--- src/rtl/dmac_dest_fifo_buf_pkg.sv ---
// Shared definitions for the DMAC destination FIFO buffer.
// FSM encoding, response codes and a width helper.
package dmac_pkg;

    localparam logic [1:0] ST_IDLE  = 2'd0;
    localparam logic [1:0] ST_XFER  = 2'd1;
    localparam logic [1:0] ST_RESP  = 2'd2;
    localparam logic [1:0] ST_DRAIN = 2'd3;

    localparam logic [1:0] RESP_OKAY = 2'b00;

    function automatic int clog2(input int value);
        int r;
        r = 0;
        while ((1 << r) < value) begin
            r = r + 1;
        end
        return r;
    endfunction

endpackage

--- src/rtl/dmac_dest_fifo_buf_if.sv ---
// Source, request and response handshakes of the DMAC destination buffer.
// master drives beats/requests and acknowledges responses; slave is the buffer.
interface dmac_dest_fifo_buf_if #(
    parameter int C_DATA_WIDTH      = 64,
    parameter int C_BURST_LEN_WIDTH = 4
);
    logic                         fifo_valid;
    logic                         fifo_ready;
    logic [C_DATA_WIDTH-1:0]      fifo_data;

    logic                         req_valid;
    logic                         req_ready;
    logic [C_BURST_LEN_WIDTH-1:0] req_burst_length;
    logic                         req_eot;

    logic                         response_valid;
    logic                         response_ready;
    logic                         response_resp_eot;
    logic [1:0]                   response_resp;

    modport master (
        output fifo_valid, fifo_data,
        output req_valid, req_burst_length, req_eot,
        output response_ready,
        input  fifo_ready, req_ready,
        input  response_valid, response_resp_eot, response_resp
    );

    modport slave (
        input  fifo_valid, fifo_data,
        input  req_valid, req_burst_length, req_eot,
        input  response_ready,
        output fifo_ready, req_ready,
        output response_valid, response_resp_eot, response_resp
    );

endinterface

--- src/rtl/dmac_dest_fifo_buf_sync_fifo.sv ---
// Synchronous FIFO storage with wrapping pointers and an occupancy count.
// Writes when full and reads when empty are ignored; no write-to-read bypass.
module dmac_sync_fifo
    import dmac_pkg::*;
#(
    parameter int C_DATA_WIDTH = 64,
    parameter int C_FIFO_DEPTH = 8
) (
    input  logic                          clk,
    input  logic                          reset,
    input  logic                          wr,
    input  logic [C_DATA_WIDTH-1:0]       wdata,
    input  logic                          rd,
    output logic [C_DATA_WIDTH-1:0]       rdata,
    output logic                          full,
    output logic                          empty,
    output logic [clog2(C_FIFO_DEPTH):0]  level
);
    localparam int AW = clog2(C_FIFO_DEPTH);
    localparam int LW = AW + 1;

    logic [C_DATA_WIDTH-1:0] mem [C_FIFO_DEPTH];
    logic [AW-1:0]           wptr;
    logic [AW-1:0]           rptr;
    logic [LW-1:0]           cnt;
    logic                    wr_ok;
    logic                    rd_ok;

    assign full  = (cnt == LW'(C_FIFO_DEPTH));
    assign empty = (cnt == '0);
    assign level = cnt;
    assign wr_ok = wr & ~full;
    assign rd_ok = rd & ~empty;
    assign rdata = mem[rptr];

    // Storage array; contents are don't-care until written.
    always_ff @(posedge clk) begin
        if (wr_ok) begin
            mem[wptr] <= wdata;
        end
    end

    // Pointers wrap naturally at the power-of-2 depth; count tracks occupancy.
    always_ff @(posedge clk or posedge reset) begin
        if (reset) begin
            wptr <= '0;
            rptr <= '0;
            cnt  <= '0;
        end else begin
            if (wr_ok) begin
                wptr <= wptr + 1'b1;
            end
            if (rd_ok) begin
                rptr <= rptr + 1'b1;
            end
            case ({wr_ok, rd_ok})
                2'b10:   cnt <= cnt + 1'b1;
                2'b01:   cnt <= cnt - 1'b1;
                default: cnt <= cnt;
            endcase
        end
    end

endmodule

--- src/rtl/dmac_dest_fifo_buf.sv ---
// DMAC destination FIFO buffer: burst FSM, ID counters and sink read port.
// Optional DMAC_DEST_UNDERFLOW_CNT_EN adds a saturating underflow_count output.
module dmac_dest_fifo_buf
    import dmac_pkg::*;
#(
    parameter int C_ID_WIDTH        = 3,
    parameter int C_DATA_WIDTH      = 64,
    parameter int C_FIFO_DEPTH      = 8,
    parameter int C_BURST_LEN_WIDTH = 4
) (
    input  logic                          clk,
    input  logic                          reset,
    input  logic                          enable,
    output logic                          enabled,
    dmac_dest_fifo_buf_if.slave           bus,
    input  logic                          en,
    output logic [C_DATA_WIDTH-1:0]       dout,
    output logic                          valid,
    output logic                          underflow,
    output logic [clog2(C_FIFO_DEPTH):0]  level,
    output logic [C_ID_WIDTH-1:0]         data_id,
    output logic [C_ID_WIDTH-1:0]         response_id
`ifdef DMAC_DEST_UNDERFLOW_CNT_EN
    ,
    output logic [15:0]                   underflow_count
`endif
);
    logic [1:0]                   state;
    logic [C_BURST_LEN_WIDTH-1:0] len_q;
    logic [C_BURST_LEN_WIDTH-1:0] beat_cnt;
    logic                         eot_q;
    logic                         wr;
    logic                         rd;
    logic                         full;
    logic                         empty;
    logic                         uf_next;
    logic [C_DATA_WIDTH-1:0]      rdata;

    assign enabled = (state != ST_IDLE) | enable;
    assign wr      = (state == ST_XFER) & bus.fifo_valid & ~full;
    assign rd      = en & ~empty & enabled;
    assign uf_next = enabled ? (en & empty) : en;

    // While disabled the source is drained into the void so it never stalls.
    assign bus.fifo_ready = (state == ST_XFER) ? ~full : ~enabled;
    assign bus.req_ready  = (state == ST_IDLE) & enable;

    assign bus.response_valid    = (state == ST_RESP);
    assign bus.response_resp_eot = eot_q;
    assign bus.response_resp     = RESP_OKAY;

    dmac_sync_fifo #(
        .C_DATA_WIDTH (C_DATA_WIDTH),
        .C_FIFO_DEPTH (C_FIFO_DEPTH)
    ) u_fifo (
        .clk   (clk),
        .reset (reset),
        .wr    (wr),
        .wdata (bus.fifo_data),
        .rd    (rd),
        .rdata (rdata),
        .full  (full),
        .empty (empty),
        .level (level)
    );

    // Burst sequencing: accept request, count beats, respond, then drain if disabled.
    always_ff @(posedge clk or posedge reset) begin
        if (reset) begin
            state       <= ST_IDLE;
            len_q       <= '0;
            eot_q       <= 1'b0;
            beat_cnt    <= '0;
            data_id     <= '0;
            response_id <= '0;
        end else begin
            case (state)
                ST_IDLE: begin
                    if (!enable) begin
                        if (!empty) begin
                            state <= ST_DRAIN;
                        end
                    end else if (bus.req_valid) begin
                        len_q    <= bus.req_burst_length;
                        eot_q    <= bus.req_eot;
                        beat_cnt <= '0;
                        state    <= ST_XFER;
                    end
                end
                ST_XFER: begin
                    if (wr) begin
                        beat_cnt <= beat_cnt + 1'b1;
                        if (beat_cnt == len_q) begin
                            data_id <= data_id + 1'b1;
                            state   <= ST_RESP;
                        end
                    end
                end
                ST_RESP: begin
                    if (bus.response_ready) begin
                        response_id <= response_id + 1'b1;
                        state       <= enable ? ST_IDLE : ST_DRAIN;
                    end
                end
                default: begin
                    if (empty) begin
                        state <= ST_IDLE;
                    end
                end
            endcase
        end
    end

    // Sink port: registered read data, valid and underflow one cycle after en.
    always_ff @(posedge clk or posedge reset) begin
        if (reset) begin
            dout      <= '0;
            valid     <= 1'b0;
            underflow <= 1'b0;
        end else begin
            valid     <= rd;
            underflow <= uf_next;
            if (rd) begin
                dout <= rdata;
            end
        end
    end

`ifdef DMAC_DEST_UNDERFLOW_CNT_EN
    // Saturating count of underflow cycles, stepping with the underflow flag.
    always_ff @(posedge clk or posedge reset) begin
        if (reset) begin
            underflow_count <= '0;
        end else if (uf_next && underflow_count != 16'hFFFF) begin
            underflow_count <= underflow_count + 1'b1;
        end
    end
`endif

endmodule

--- src/flat_wrapper.sv ---
// flat-port wrapper written by rule: the top's interface ports become plain ports
module dmac_dest_fifo_buf_flat import dmac_pkg::*;
#(
    parameter int C_ID_WIDTH        = 3,
    parameter int C_DATA_WIDTH      = 64,
    parameter int C_FIFO_DEPTH      = 8,
    parameter int C_BURST_LEN_WIDTH = 4
)
  (clk, reset, enable, enabled, en, dout, valid, underflow, level, data_id, response_id, bus_fifo_valid, bus_fifo_data, bus_req_valid, bus_req_burst_length, bus_req_eot, bus_response_ready, bus_fifo_ready, bus_req_ready, bus_response_valid, bus_response_resp_eot, bus_response_resp);
  dmac_dest_fifo_buf_if #(.C_DATA_WIDTH(C_DATA_WIDTH), .C_BURST_LEN_WIDTH(C_BURST_LEN_WIDTH)) bus_i ();
  input  logic clk;
  input  logic reset;
  input  logic enable;
  output logic enabled;
  input  logic en;
  output logic [C_DATA_WIDTH-1:0] dout;
  output logic valid;
  output logic underflow;
  output logic [clog2(C_FIFO_DEPTH):0] level;
  output logic [C_ID_WIDTH-1:0] data_id;
  output logic [C_ID_WIDTH-1:0] response_id;
  input wire logic [$bits(bus_i.fifo_valid)-1:0] bus_fifo_valid;
  input wire logic [$bits(bus_i.fifo_data)-1:0] bus_fifo_data;
  input wire logic [$bits(bus_i.req_valid)-1:0] bus_req_valid;
  input wire logic [$bits(bus_i.req_burst_length)-1:0] bus_req_burst_length;
  input wire logic [$bits(bus_i.req_eot)-1:0] bus_req_eot;
  input wire logic [$bits(bus_i.response_ready)-1:0] bus_response_ready;
  output wire logic [$bits(bus_i.fifo_ready)-1:0] bus_fifo_ready;
  output wire logic [$bits(bus_i.req_ready)-1:0] bus_req_ready;
  output wire logic [$bits(bus_i.response_valid)-1:0] bus_response_valid;
  output wire logic [$bits(bus_i.response_resp_eot)-1:0] bus_response_resp_eot;
  output wire logic [$bits(bus_i.response_resp)-1:0] bus_response_resp;
  assign bus_i.fifo_valid = bus_fifo_valid;
  assign bus_i.fifo_data = bus_fifo_data;
  assign bus_i.req_valid = bus_req_valid;
  assign bus_i.req_burst_length = bus_req_burst_length;
  assign bus_i.req_eot = bus_req_eot;
  assign bus_i.response_ready = bus_response_ready;
  assign bus_fifo_ready = bus_i.fifo_ready;
  assign bus_req_ready = bus_i.req_ready;
  assign bus_response_valid = bus_i.response_valid;
  assign bus_response_resp_eot = bus_i.response_resp_eot;
  assign bus_response_resp = bus_i.response_resp;
  dmac_dest_fifo_buf #(.C_ID_WIDTH(C_ID_WIDTH), .C_DATA_WIDTH(C_DATA_WIDTH), .C_FIFO_DEPTH(C_FIFO_DEPTH), .C_BURST_LEN_WIDTH(C_BURST_LEN_WIDTH)) u_core (.clk(clk), .reset(reset), .enable(enable), .enabled(enabled), .bus(bus_i), .en(en), .dout(dout), .valid(valid), .underflow(underflow), .level(level), .data_id(data_id), .response_id(response_id));
endmodule
--- config.mk ---
export PLATFORM = sky130hd
export DESIGN_NAME = dmac_dest_fifo_buf_flat
export DESIGN_NICKNAME = d
export VERILOG_FILES = /design/src/rtl/dmac_dest_fifo_buf_pkg.sv /design/src/rtl/dmac_dest_fifo_buf_if.sv /design/src/rtl/dmac_dest_fifo_buf_sync_fifo.sv /design/src/rtl/dmac_dest_fifo_buf.sv /design/src/flat_wrapper.sv
export SDC_FILE = /design/constraint.sdc
export NUM_CORES = 1
export LEC_CHECK = 0
export BUFFER_PORTS_ARGS = -buffer_cell sky130_fd_sc_hd__buf_2
export CAP_MARGIN = 0
export CORE_AREA = 2 2 209 211
export DETAILED_ROUTE_END_ITERATION = 8
export DIE_AREA = 0 0 211 213
export PLACE_DENSITY_LB_ADDON = 0.3
export SLEW_MARGIN = 20
export SYNTH_ARGS = -nofsm -noshare
export SYNTH_HDL_FRONTEND = slang
export SYNTH_SLANG_ARGS = --single-unit
--- constraint.sdc ---
create_clock -name clk -period 7.8 [get_ports clk]
set_input_delay 0.78 -clock clk [delete_from_list [all_inputs] [get_ports clk]]
set_output_delay 0.78 -clock clk [all_outputs]
set_load 0.02 [all_outputs]
* After elaboration in Yosys (flattened, before gate mapping) *
Memories as Yosys holds them, arrays and structs flattened. A register that Yosys moved wholly into a read port is not among the register bits.
Cells that the tools add are included.

storage, ports and cells
  bits in registers = 29
  bits of input ports = 76
  memories = 1
  word-level logic and storage cells = 73
  memory bits (writable) = 512
  output and inout bits = 83

memory list
  name               words  bits a word  read ports  clocked after memory_dff  write ports  line                                RTL
  u_core.u_fifo.mem  8      64           1           1                         1            dmac_dest_fifo_buf_sync_fifo.sv:22  logic [C_DATA_WIDTH-1:0] mem [C_FIFO_DEPTH];

cells by class
  $add $sub $neg = 7
  bitwise gates (word level) = 12
  mux-type cells = 18
  reduce and logical (&&, ||, !) cells = 11
  eq/ne operators = 13

operators with widths
  operator                                              number
  2-to-1 mux 2 bit                                      8
  one-hot mux 4 bit (2 select lines)                    2
  adder 3 x 1 -> 3 bit (second input constant)          4
  2-to-1 mux 4 bit                                      3
  != test 2 bit (second input constant)                 5
  adder 4 x 1 -> 4 bit (second input constant)          2
  bitwise AND 1 bit                                     8
  != test 3 bit (second input constant)                 2
  one-hot mux 2 bit (3 select lines)                    1
  AND reduction 3 bit                                   2
  AND reduction 6 bit                                   1
  nonzero test 2 bit                                    3
  equality test 2 x 1 -> 1 bit (second input constant)  2
  equality test 2 bit (second input constant)           2
  equality test 4 bit                                   1
  equality test 4 bit (second input constant)           1
  zero test 4 bit                                       1
  2-to-1 mux 1 bit                                      4
  AND reduction 4 bit                                   1
  nonzero test 4 bit                                    1
  subtractor 4 x 1 -> 4 bit (second input constant)     1
  NOT 1 bit                                             3
  zero test 2 bit                                       1
  AND reduction 2 bit                                   1
  OR 1 bit                                              1

* Longest topological paths before layout *
Gate-level depths: netlist (run 1).

  word-level depth = 7
  gate-level depth with buffers = 11
  depth with buffers taken out = 9

* Hierarchy *
A second synthesis (run 1) with hierarchy kept.

unflattened totals
  cells, all modules = 1029
  area total of the unflattened synthesis = 23387.4 um^2

by module, submodules not included
  module              area an instance (um^2)  instances  cells an instance  sequential area each (um^2)
  dmac_sync_fifo      19851.5                  1          807                15625.0
  dmac_dest_fifo_buf  3535.9                   1          222                2077.0

* Worst setup path before layout (run 1) *
Ideal clock, no wire load.

  path type = input port to flip-flop
  start = input port bus_fifo_valid
  end = memory u_core.u_fifo.mem[4][0], enable pin
  path buffers = 1
  data arrival time = 7948 ps
  setup slack = -815 ps
  data required time = 7133 ps
  stages on the path = 5
  library setup time = 667 ps
  cell sequence = and3b_1 and2_4 inv_2 buf_4 nor4b_1

on the way
  longest elaborated chain between the ends = 5

ends and longest elaborated chain
  item                                    line                                RTL
  from (decl)                             flat_wrapper.sv:22                  input wire logic [$bits(bus_i.fifo_valid)-1:0] bus_fifo_valid;
  bitwise AND 1 bit (2 in series)         dmac_dest_fifo_buf.sv:40            assign wr = (state == ST_XFER) & bus.fifo_valid & ~full;
  bitwise AND 1 bit                       dmac_dest_fifo_buf_sync_fifo.sv:32  assign wr_ok = wr & ~full;
  2-to-1 mux 1 bit                        dmac_dest_fifo_buf_sync_fifo.sv:38  if (wr_ok) begin
  2-to-1 mux 1 bit (implied by the code)  dmac_dest_fifo_buf_sync_fifo.sv:39  mem[wptr] <= wdata;
  to (decl)                               dmac_dest_fifo_buf_sync_fifo.sv:22

No other way between the ends.

* Worst setup path after layout (run 1) *
  start = register u_core.u_fifo.cnt[3], in the netlist u_core.u_fifo.level[3]
  end = register u_core.u_fifo.cnt[3], in the netlist u_core.u_fifo.level[3]

on the way
  longest elaborated chain between the ends = 7
  elaborated cells on any way between the ends = 15
  those cells by class = add/sub: 2; eq/ne: 3; mux: 1; bitwise: 7; reduce/logical: 2

ends and longest elaborated chain
  item                                                                      line                                                          RTL
  from (decl)                                                               dmac_dest_fifo_buf_sync_fifo.sv:25                            logic [LW-1:0] cnt;
  from (signal assigned)                                                    dmac_dest_fifo_buf_sync_fifo.sv:57                            2'b10: cnt <= cnt + 1'b1;
  from (signal assigned)                                                    dmac_dest_fifo_buf_sync_fifo.sv:58                            2'b01: cnt <= cnt - 1'b1;
  from (signal assigned)                                                    dmac_dest_fifo_buf_sync_fifo.sv:59                            default: cnt <= cnt;
  zero test 4 bit                                                           dmac_dest_fifo_buf_sync_fifo.sv:30                            assign empty = (cnt == '0);
  NOT 1 bit                                                                 dmac_dest_fifo_buf_sync_fifo.sv:33, dmac_dest_fifo_buf.sv:41
  bitwise AND 1 bit (2 in series)                                           dmac_dest_fifo_buf.sv:41                                      assign rd = en & ~empty & enabled;
  bitwise AND 1 bit                                                         dmac_dest_fifo_buf_sync_fifo.sv:33                            assign rd_ok = rd & ~empty;
  equality test 2 x 1 -> 1 bit or equality test 2 bit (tied branches)       dmac_dest_fifo_buf_sync_fifo.sv:56                            case ({wr_ok, rd_ok})
  one-hot mux 4 bit (2 select lines) or nonzero test 2 bit (tied branches)  n/a

Several ways; a longest one is shown, not always the timed one.
A chain may end at the register's enable or synchronous reset.

==> results.json, run 1 <==
{
  "worst_pin_slew_ns": 1.10,
  "postPlaceCellArea_mm2": 0.0243,
  "yosysMostFrequentCell": "edfxtp_1",
  "yosysUniqueCellTypes": 46,
  "setup_viol_count_final": 0,
  "drive_gt1_frac": 0.305,
  "final_net_count": 1368,
  "fill_cells": 2962,
  "synth_edf_count": 512,
  "grt_max_degree": 109,
  "yosysTopAreaCell": "edfxtp_1",
  "via_per_inst": 5.82,
  "wl_per_cell_um": 23.6,
  "postCtsSetupRepairBufs": 0,
  "grt_pass1_wl_mm": 67.1,
  "grt_pass1_vias": 11200,
  "die_h_um": 213,
  "powerDensity_mw_per_mm2": 365,
  "slew_headroom": 0.264,
  "finClkSkew_ns": 0.0196,
  "ys_top_cells_by_count": "512 x edfxtp_1, 128 x mux4_2, 93 x dfrtp_1, 73 x nor2_1, 67 x a21oi_1",
  "status": "finished, final reports clean",
  "htreeDepth": 2,
  "clk_pin_slew_ns": 0.06,
  "min_period_ns": 3.24,
  "ctsResizeCount": 0,
  "critical_path_required_ns": 8.29,
  "dr.pass1.iters": 5,
  "hold_violations": 0,
  "syn_avg_cell_area_um2": 20.7,
  "slew_viol_final": 0,
  "crit_path_end_kind": "register",
  "root_buffer": "clkbuf_16",
  "ys_warn_count": 0,
  "finalSetupTns_ns": 0,
  "numCtsBuffers": 58,
  "area_delta_synth_final_pct": 14.8,
  "hp-class": "primary input to asynchronous set/reset pin",
  "leakagePower_nw": 9.08,
  "die_width_um": 211,
  "synth_area_mm2": 0.0229,
  "dieArea_mm2": 0.0449,
  "synth_area_leaders": "edfxtp_1 67%, mux4_2 13%, dfrtp_1 10%, mux2i_1 2.8%, a21oi_1 1.5%",
  "hpwl_mm": 23.7,
  "cp_max_fo": 72,
  "startpoint_type": "register",
  "ant_nets": 0,
  "ys_seq_area_frac": 0.774,
  "worstSetupPathType": "register to register",
  "drc": 0,
  "gr-total-overflow": 0,
  "grt_antenna_before_repair": 8,
  "fin_crit_sh": 0.416,
  "port_buffers": 156,
  "final-instance-count-excl-fill": 1882,
  "rsz0062_at_grt": "no",
  "cts_buffer_depth": 3,
  "worstPathArrival_ns": 3.73,
  "core_area_mm2": 0.0427,
  "ys_ff_latch": 605,
  "dp.cells": 1769,
  "timing.fmax_mhz": 308,
  "yosysTopAreaCellShare": 0.673,
  "clock_latency_ns": 0.61,
  "wl_mm": 44.4,
  "synthArstFlopShare": 0.154,
  "vias": 11000,
  "drt_iter0_markers": 907,
  "irDropWorstVdd_uv": 306,
  "drv_cap": 0,
  "final_cell_area_mm2": 0.0262,
  "pin_count": 159,
  "grt_use_total": 0.202,
  "fp-row-count": 76,
  "utilization": 0.614,
  "synth_top_flop_cell": "edfxtp_1",
  "gp_congestion": 0.782,
  "cts_tree": "yes",
  "hold_buffers": 0,
  "numClockSinks": 605,
  "start_util": 0.535,
  "synthCells": 1103
}
## critical path, stage by stage, from the launching register on
cell       delay (ns)
dfrtp_1          0.45
nor4_2           0.70
nor3b_4          0.07
buf_4            0.40
ha_1             0.37
ha_1             0.28
a21o_1           0.20
a2111oi_0        0.39
nand4b_1         0.17
nand3_1          0.07
## cells in the final DEF, fill, tap and decap left out, drive strengths merged, types with 3 or more instances in the layout
cell / netlist / layout
nor2: 73 / 73
mux4: 128 / 128
nor3: 4 / 4
diode: 0 / 4
bufinv: 0 / 4
mux2: 3 / 3
nand2: 30 / 30
clkinv: 0 / 16
nor3b: 4 / 4
buf: 38 / 175
dfrtp: 93 / 93
mux2i: 65 / 65
nand3: 9 / 9
a21oi: 67 / 67
xnor2: 12 / 12
edfxtp: 512 / 512
clkbuf: 18 / 87
xor2: 4 / 4
inv: 7 / 8
ha: 8 / 8
## through the flow
| step | setup slack (ns) | hold slack [ns] | power, mW |
|---|---|---|---|
| 2_1_floorplan | 1.26 | 0.467 | 6.16 |
| 3_3_place_gp | 4.28 | 0.457 | 6.86 |
| 3_5_place_dp | 4.24 | 0.461 | 6.92 |
| 4_1_cts | 4.55 | 0.239 | 9.70 |
| 5_1_grt | 4.36 | 0.269 | 10.0 |
| 6_report | 4.56 | 0.235 | 9.57 |
## layout make-up
class | count | area [µm²] | share of cell area
antenna | 4 | 10.0 | 0.000382
inverter | 7 | 28.8 | 0.00110
timing repair buffer | 175 | 936 | 0.0357
sequential | 605 | 17700 | 0.675
multi-input combinational | 436 | 4950 | 0.189
clock buffer | 87 | 1660 | 0.0633
tap | 546 | 683 | 0.0260
clock inverter | 22 | 259 | 0.00987
## worst paths after layout
path                                              start                     end  cells past startpoint  slack (ns)
max in group asynchronous                         reset   u_core.u_fifo.rptr[2]                      3        6.19
min in group clk                bus_req_burst_length[0]         u_core.len_q[0]                      3        0.37
worst max-delay path             u_core.u_fifo.level[3]  u_core.u_fifo.level[3]                      9        4.56
worst min register to register    u_core.response_id[2]   u_core.response_id[2]                      1        0.47
worst max register to register   u_core.u_fifo.level[3]  u_core.u_fifo.level[3]                      9        4.56
worst min-delay path                              reset         u_core.dout[27]                      2        0.23
## registers in the layout (all words and copies together) (netlist names)
signal / count
u_core.u_fifo.mem: 512
u_core.dout: 64
u_core.beat_cnt: 4
u_core.len_q: 4
u_core.u_fifo.level: 4
u_core.data_id: 3
u_core.response_id: 3
u_core.u_fifo.rptr: 3
u_core.u_fifo.wptr: 3
u_core.state: 2
u_core.bus.response_resp_eot: 1
u_core.underflow: 1
u_core.valid: 1
## where the power goes
| part | internal, mW | switching (mW) |
|---|---|---|
| sequential | 3.93 | 0.347 |
| combinational | 1.16 | 1.36 |
| clock | 1.61 | 1.17 |
## cell families (layout without fill, tap and decap cells)
logic type | count (synthesis) | after routing | synth area share
compound gates | 78 | 78 | 0.0183
mux | 196 | 196 | 0.156
other cells | 1 | 6 | 0.000164
buf+inv | 63 | 291 | 0.0128
fa+ha+maj | 9 | 9 | 0.00526
simple gates | 135 | 135 | 0.0267
xor+xnor | 16 | 16 | 0.00613
flops | 605 | 605 | 0.774
## layer usage
layer	up-vias	wire [µm]	track usage
met3	64	2480	0.0368
met5	-	43	0
li1	4796	-	-
met2	300	22400	0.334
met1	5788	18700	0.278
met4	8	799	0.0588
Power figures use the tool's default switching activity.
==> inputs of run 2 (changes only) <==
--- a/config.mk
+++ b/config.mk
@@ -7,9 +7,9 @@
 export LEC_CHECK = 0
 export BUFFER_PORTS_ARGS = -buffer_cell sky130_fd_sc_hd__buf_2
 export CAP_MARGIN = 0
-export CORE_AREA = 2 2 209 211
+export CORE_AREA = 2 2 199 201
 export DETAILED_ROUTE_END_ITERATION = 8
-export DIE_AREA = 0 0 211 213
+export DIE_AREA = 0 0 201 203
 export PLACE_DENSITY_LB_ADDON = 0.3
 export SLEW_MARGIN = 20
 export SYNTH_ARGS = -nofsm -noshare
==> constraint.sdc (replaced) <==
create_clock -name clk -period 3.4 [get_ports clk]
set_input_delay 0.34 -clock clk [delete_from_list [all_inputs] [get_ports clk]]
set_output_delay 0.34 -clock clk [all_outputs]
set_load 0.02 [all_outputs]
==> run 2 against run 1 <==
Routed wire length grew 0.43%; sequential share of layout area shrank 1.9 points; critical path depth is the same; clock-buffer cell count shrank 12; non-clock buffer count grew 77; global-route usage grew 2.2 points; utilization grew 8.7 points.
==> results.json, run 2 (same netlist as run 1, synthesis figures left out) <==
{
  "clock_latency_ns": 0.61,
  "reg2reg_from": "u_core.u_fifo.level[0]",
  "layout_setup_ws_ns": 0.531,
  "leakagePower_nw": 9.43,
  "irDropWorstVdd_uv": 511,
  "grt_pass1_vias": 11700,
  "rr_worst_depth": 9,
  "port_buffers": 156,
  "layout_common_cells": "512 x edfxtp_1, 156 x buf_2, 128 x mux4_2, 88 x dfrtp_1, 72 x nor2_1",
  "hold_buffers": 67,
  "hpwl_mm": 24.1,
  "gr-total-overflow": 0,
  "max_stage_delay_ns": 0.61,
  "area_delta_synth_final_pct": 18.1,
  "ant_nets": 0,
  "grt_max_degree": 132,
  "gp_congestion": 0.776,
  "cpMaxStageDelayCell": "or4b_1",
  "drc": 0,
  "wl_mm": 44.6,
  "postCtsSetupRepairBufs": 0,
  "grt_use_total": 0.224,
  "hp-class": "primary input to register",
  "vias": 11200,
  "finClkSkew_ns": 0.0106,
  "top_regs": "u_core.u_fifo.mem: 512 flops, u_core.dout: 64 flops",
  "pre_cts_ws_ns": 0.551,
  "worstSetupPathType": "register to register",
  "final_common_cell": "edfxtp_1",
  "p_total_mw": 22.0,
  "route.top_layer_used": "met5",
  "slew_headroom": 0.363,
  "critPathBufInv": 1,
  "worstPathArrival_ns": 3.35,
  "final_net_count": 1443,
  "wl_met3_mm": 2.43,
  "fin_crit_sh": 0.844,
  "critical_path_required_ns": 3.88,
  "critical_path.startpoint": "u_core.u_fifo.level[0]",
  "via_per_inst": 5.81,
  "grt_antenna_before_repair": 4,
  "wl_per_cell_um": 23.2,
  "cpLargestDelayFamily": "simple AND/OR/NAND/NOR gates",
  "numClockSinks": 605,
  "drv_cap": 0,
  "htreeDepth": 2,
  "crit_end": "u_core.u_fifo.level[3]",
  "m1WireLength_mm": 18.2,
  "drive_gt1_frac": 0.300,
  "wl_met2_mm": 23.1,
  "clk_pin_slew_ns": 0.06,
  "top_register": "u_core.u_fifo.mem",
  "startpoint_type": "register",
  "root_buffer": "clkbuf_16",
  "dp.cells": 1751,
  "min_period_ns": 2.87,
  "final-instance-count-excl-fill": 1925,
  "dieArea_mm2": 0.0408,
  "cts_buffer_depth": 3,
  "path_common_cell": "ha_1",
  "status": "finished, final reports clean",
  "worst_pin_slew_ns": 0.953,
  "ctsResizeCount": 0,
  "die_h_um": 203,
  "hold_violations": 0,
  "cp_max_fo": 6,
  "numCtsBuffers": 56,
  "timing.fmax_mhz": 349,
  "grt_pass1_wl_mm": 68.7,
  "rsz0062_at_grt": "no",
  "hold_slack_ns": 0.0362,
  "fp-row-count": 72,
  "die_width_um": 201,
  "setup_viol_count_final": 0,
  "drt_iter0_markers": 802,
  "start_util": 0.594,
  "reg2reg_slack_ns": 0.53,
  "cp.depth": 9,
  "reg2reg_to": "u_core.u_fifo.level[3]",
  "crit_chain": "or4b_1 > and2_4 > inv_2 > ha_1 > ha_1 > a21o_1 > a2111oi_0 > nand4b_1 > nand3_1",
  "crit_path_end_kind": "register",
  "pin_count": 159,
  "cts_tree": "yes",
  "largest_reg_flops": 512,
  "dr.pass1.iters": 5,
  "powerDensity_mw_per_mm2": 815,
  "core_area_mm2": 0.0385,
  "slew_viol_final": 0
}
run 2: cell count changes in the layout (fill, tap and decap cells not counted), sizes merged:
cell,delta
buf,+10
clkbuf,-12
clkinv,+5
clkinvlp,+2
diode,-2
dlygate4sd3,+67
inv,+1
run 2: per-layer routing:
| layer | global-route usage | vias to the layer above |
|---|---|---|
| li1 | - | 4957 |
| met1 | 0.299 | 5809 |
| met2 | 0.386 | 358 |
| met3 | 0.0368 | 62 |
| met4 | 0.0683 | 2 |
| met5 | 0 | - |
run 2: layout make-up:
type / count / area, µm²
repair buffers: 252 / 1790
clock inverters: 30 / 284
flip-flops and latches: 605 / 17700
fillers: 2355 / 11500
clock buffers: 75 / 1550
well taps: 518 / 648
multi-input cells: 436 / 4970
diodes: 2 / 5.00
inverters: 7 / 28.8
run 2: through the flow:
stage / area, µm² / setup TNS (ns) / utilization
6_report: 27000 / 0 / 0.702
3_5_place_dp: 24500 / 0 / 0.637
4_1_cts: 27000 / 0 / 0.702
3_3_place_gp: 24500 / 0 / 0.637
2_1_floorplan: 23000 / -37.64 / -
5_1_grt: 27000 / 0 / 0.702
run 2: power by group:
part,total [mW],leakage (nW),internal [mW],switching (mW)
Sequential,9.82,5.68,9.01,0.814
Clock,6.17,0.905,3.53,2.64
Combinational,6.02,2.85,2.84,3.18
Total,22.0,9.43,15.4,6.63
run 2: how the worst min path moves through the flow:
stage | start | to | slack (ns) | cells past startpoint
after floorplan | bus_fifo_data[0] | u_core.u_fifo.mem[0][0] | 0.44 | 0
after global placement | u_core.bus.response_resp_eot | u_core.bus.response_resp_eot | 0.45 | 2
after detailed placement | u_core.data_id[2] | u_core.data_id[2] | 0.46 | 1
after CTS | bus_fifo_data[6] | u_core.u_fifo.mem[4][6] | 0.002 | 1
after global routing | bus_fifo_data[47] | u_core.u_fifo.mem[1][47] | 0.03 | 1
final | bus_fifo_data[57] | u_core.u_fifo.mem[6][57] | 0.04 | 1
==> inputs of run 3 (changes only) <==
--- a/config.mk
+++ b/config.mk
@@ -5,11 +5,12 @@
 export SDC_FILE = /design/constraint.sdc
 export NUM_CORES = 1
 export LEC_CHECK = 0
+export ABC_AREA = 1
 export BUFFER_PORTS_ARGS = -buffer_cell sky130_fd_sc_hd__buf_2
 export CAP_MARGIN = 0
-export CORE_AREA = 2 2 199 201
+export CORE_AREA = 2 2 213 215
 export DETAILED_ROUTE_END_ITERATION = 8
-export DIE_AREA = 0 0 201 203
+export DIE_AREA = 0 0 215 217
 export PLACE_DENSITY_LB_ADDON = 0.3
 export SLEW_MARGIN = 20
 export SYNTH_ARGS = -nofsm -noshare
==> constraint.sdc (replaced) <==
create_clock -name clk -period 2.4 [get_ports clk]
set_input_delay 0.24 -clock clk [delete_from_list [all_inputs] [get_ports clk]]
set_output_delay 0.24 -clock clk [all_outputs]
set_load 0.02 [all_outputs]
==> run 3 against run 2 <==
Sequential power grew 38%; utilization decreased by 6.9 points; register-to-register slack lost 0.36 ns; combinational power rose by 73%; global-route usage is 0.78 points higher; power grew 54%; critical path type unchanged; largest cell class unchanged.
==> results.json, run 3 <==
{
  "status": "finished, final reports clean",
  "die_width_um": 215,
  "cp_max_fo": 6,
  "dr.pass1.iters": 5,
  "port_buffers": 156,
  "largest_reg_flops": 512,
  "m1WireLength_mm": 23.4,
  "rsz0062_at_grt": "no",
  "worstPathArrival_ns": 2.73,
  "ys_ff_latch": 605,
  "area_delta_synth_final_pct": 19.4,
  "final_net_count": 2150,
  "synth_compound_area_frac": 0.113,
  "hold_start": "enable",
  "cts_tree": "yes",
  "top_register": "u_core.u_fifo.mem",
  "wl_met2_mm": 25.7,
  "yosysUniqueCellTypes": 31,
  "htreeDepth": 2,
  "wl_met3_mm": 3.59,
  "synthCells": 1843,
  "finClkSkew_ns": 0.0240,
  "ant_nets": 0,
  "critical_path_required_ns": 2.91,
  "wl_mm": 53.8,
  "slew_viol_final": 0,
  "pin_count": 159,
  "cts_buffer_depth": 3,
  "timing.fmax_mhz": 449,
  "yosysTopAreaCell": "edfxtp_1",
  "gr-total-overflow": 0,
  "yosysTopAreaCellShare": 0.649,
  "crit_path_end_kind": "register",
  "vias": 15200,
  "min_delay_path_depth": 6,
  "synth_fa_ha_area_frac": 0.00507,
  "irDropWorstVdd_uv": 912,
  "syn_avg_cell_area_um2": 12.9,
  "critical_path.startpoint": "u_core.u_fifo.level[1]",
  "synthSimpleGateAreaFrac": 0.0903,
  "leakagePower_nw": 10.4,
  "core_area_mm2": 0.0447,
  "numClockSinks": 605,
  "worst_pin_slew_ns": 0.960,
  "grt_max_degree": 202,
  "fin_crit_sh": 0.928,
  "clock_latency_ns": 0.63,
  "hold_slack_ns": 0.0601,
  "drt_iter0_markers": 1435,
  "clk_pin_slew_ns": 0.06,
  "grt_pass1_vias": 15100,
  "drc": 0,
  "dieArea_mm2": 0.0467,
  "utilization": 0.633,
  "dp.cells": 2529,
  "powerDensity_mw_per_mm2": 1200,
  "worstSetupPathType": "register to register",
  "grt_use_total": 0.232,
  "reg2reg_to": "u_core.u_fifo.level[3]",
  "route.top_layer_used": "met5",
  "postPlaceCellArea_mm2": 0.0253,
  "final-instance-count-excl-fill": 2718,
  "numCtsBuffers": 59,
  "final_common_cell": "edfxtp_1",
  "final_cell_area_mm2": 0.0283,
  "p_total_mw": 34.0,
  "hold_violations": 0,
  "ys_top_cells_by_count": "512 x edfxtp_1, 276 x nor2_1, 225 x o21ai_0, 185 x nand2_1, 129 x o211ai_1",
  "synthArstFlopShare": 0.154,
  "min_period_ns": 2.23,
  "top_regs": "u_core.u_fifo.mem: 512 flops, u_core.dout: 64 flops",
  "drv_cap": 0,
  "fp-row-count": 78,
  "drive_gt1_frac": 0.154,
  "ys_seq_area_frac": 0.747,
  "pre_cts_ws_ns": 0.116,
  "grt_pass1_wl_mm": 84.0,
  "hpwl_mm": 28.5,
  "grt_antenna_before_repair": 5,
  "setup_viol_count_final": 0,
  "start_util": 0.530,
  "slew_headroom": 0.360,
  "synthXorXnorAreaFrac": 0.00333,
  "reg2reg_from": "u_core.u_fifo.level[1]",
  "startpoint_type": "register",
  "die_h_um": 217,
  "finalSetupTns_ns": 0,
  "min_to": "u_core.state[0]",
  "yosysMostFrequentCell": "edfxtp_1",
  "hp-class": "primary input to register",
  "ys_warn_count": 0,
  "synth_area_mm2": 0.0237,
  "synth_top_flop_cell": "edfxtp_1",
  "synth_edf_count": 512,
  "fill_cells": 3350,
  "rr_worst_depth": 12,
  "layout_setup_ws_ns": 0.173,
  "synth_top_family_by_area": "compound AO/OA/AOI/OAI gates",
  "reg2reg_slack_ns": 0.17,
  "layout_common_cells": "512 x edfxtp_1, 267 x nor2_1, 225 x o21ai_0, 185 x nand2_1, 156 x buf_2",
  "gp_congestion": 0.793,
  "via_per_inst": 5.59,
  "root_buffer": "clkbuf_16",
  "synth_area_leaders": "edfxtp_1 65%, dfrtp_1 9.8%, o21ai_0 4.8%, nor2_1 4.4%, o211ai_1 4.1%",
  "synth_mux_area_frac": 0.000475,
  "wl_per_cell_um": 19.8
}
-- run 3: area by class of cell --
type                            instances  area, µm²  share of cell area
Inverter                               92        354              0.0125
Clock inverter                         31        459              0.0162
Timing Repair Buffer                  275       2170              0.0769
Multi-Input combinational cell       1032       5110               0.181
Sequential cell                       605      17700               0.626
Clock buffer                           81       1710              0.0605
Tap cell                              600        751              0.0265
Antenna cell                            2       5.00            0.000177
-- run 3: cells by family after synthesis --
kind of cell / Yosys count
buf+inv: 207
flops: 605
simple gates: 541
fa+ha+maj: 9
other cells: 1
xor+xnor: 9
compound gates: 470
mux: 1
-- run 3: routing by layer --
layer,track usage,up-vias
met1,0.318,7512
met5,0,-
met3,0.0503,89
li1,-,7052
met2,0.378,525
met4,0.0664,6
-- run 3: worst max path at each step --
stage,endpoint,slack [ns],cells past startpoint
floorplan,u_core.u_fifo.mem[0][0],-0.30,5
global placement,u_core.u_fifo.level[3],0.09,12
finish,u_core.u_fifo.level[3],0.17,12
detailed placement,u_core.u_fifo.level[3],0.12,12
global route,u_core.u_fifo.level[3],0.006,12
CTS,u_core.u_fifo.level[3],0.11,12
-- run 3: what timing repair did --
action,4_1_cts,5_1_grt
buffers inserted,0,0
hold buffers,75,0
setup endpoints to repair,0,1
gates resized for setup,0,2
hold endpoints to repair,551,0
-- run 3: report_power, final --
part | switching [mW] | total, mW | leakage [nW] | internal [mW]
clock | 3.95 | 10.0 | 1.07 | 6.08
sequential | 0.809 | 13.6 | 5.75 | 12.7
combinational | 7.00 | 10.4 | 3.57 | 3.37
total | 11.8 | 34.0 | 10.4 | 22.2
-- run 3: worst max-delay path: stages (launching register included) --
cell and delay (ns):
dfrtp_1 0.43, nor2_2 0.16, nand2_1 0.16, nand3_4 0.10, clkinv_2 0.08, ha_2 0.21
ha_1 0.33, a21oi_1 0.14, nand2_1 0.10, a21oi_1 0.18, o21ai_0 0.11, nand2_1 0.07
nand2_1 0.05
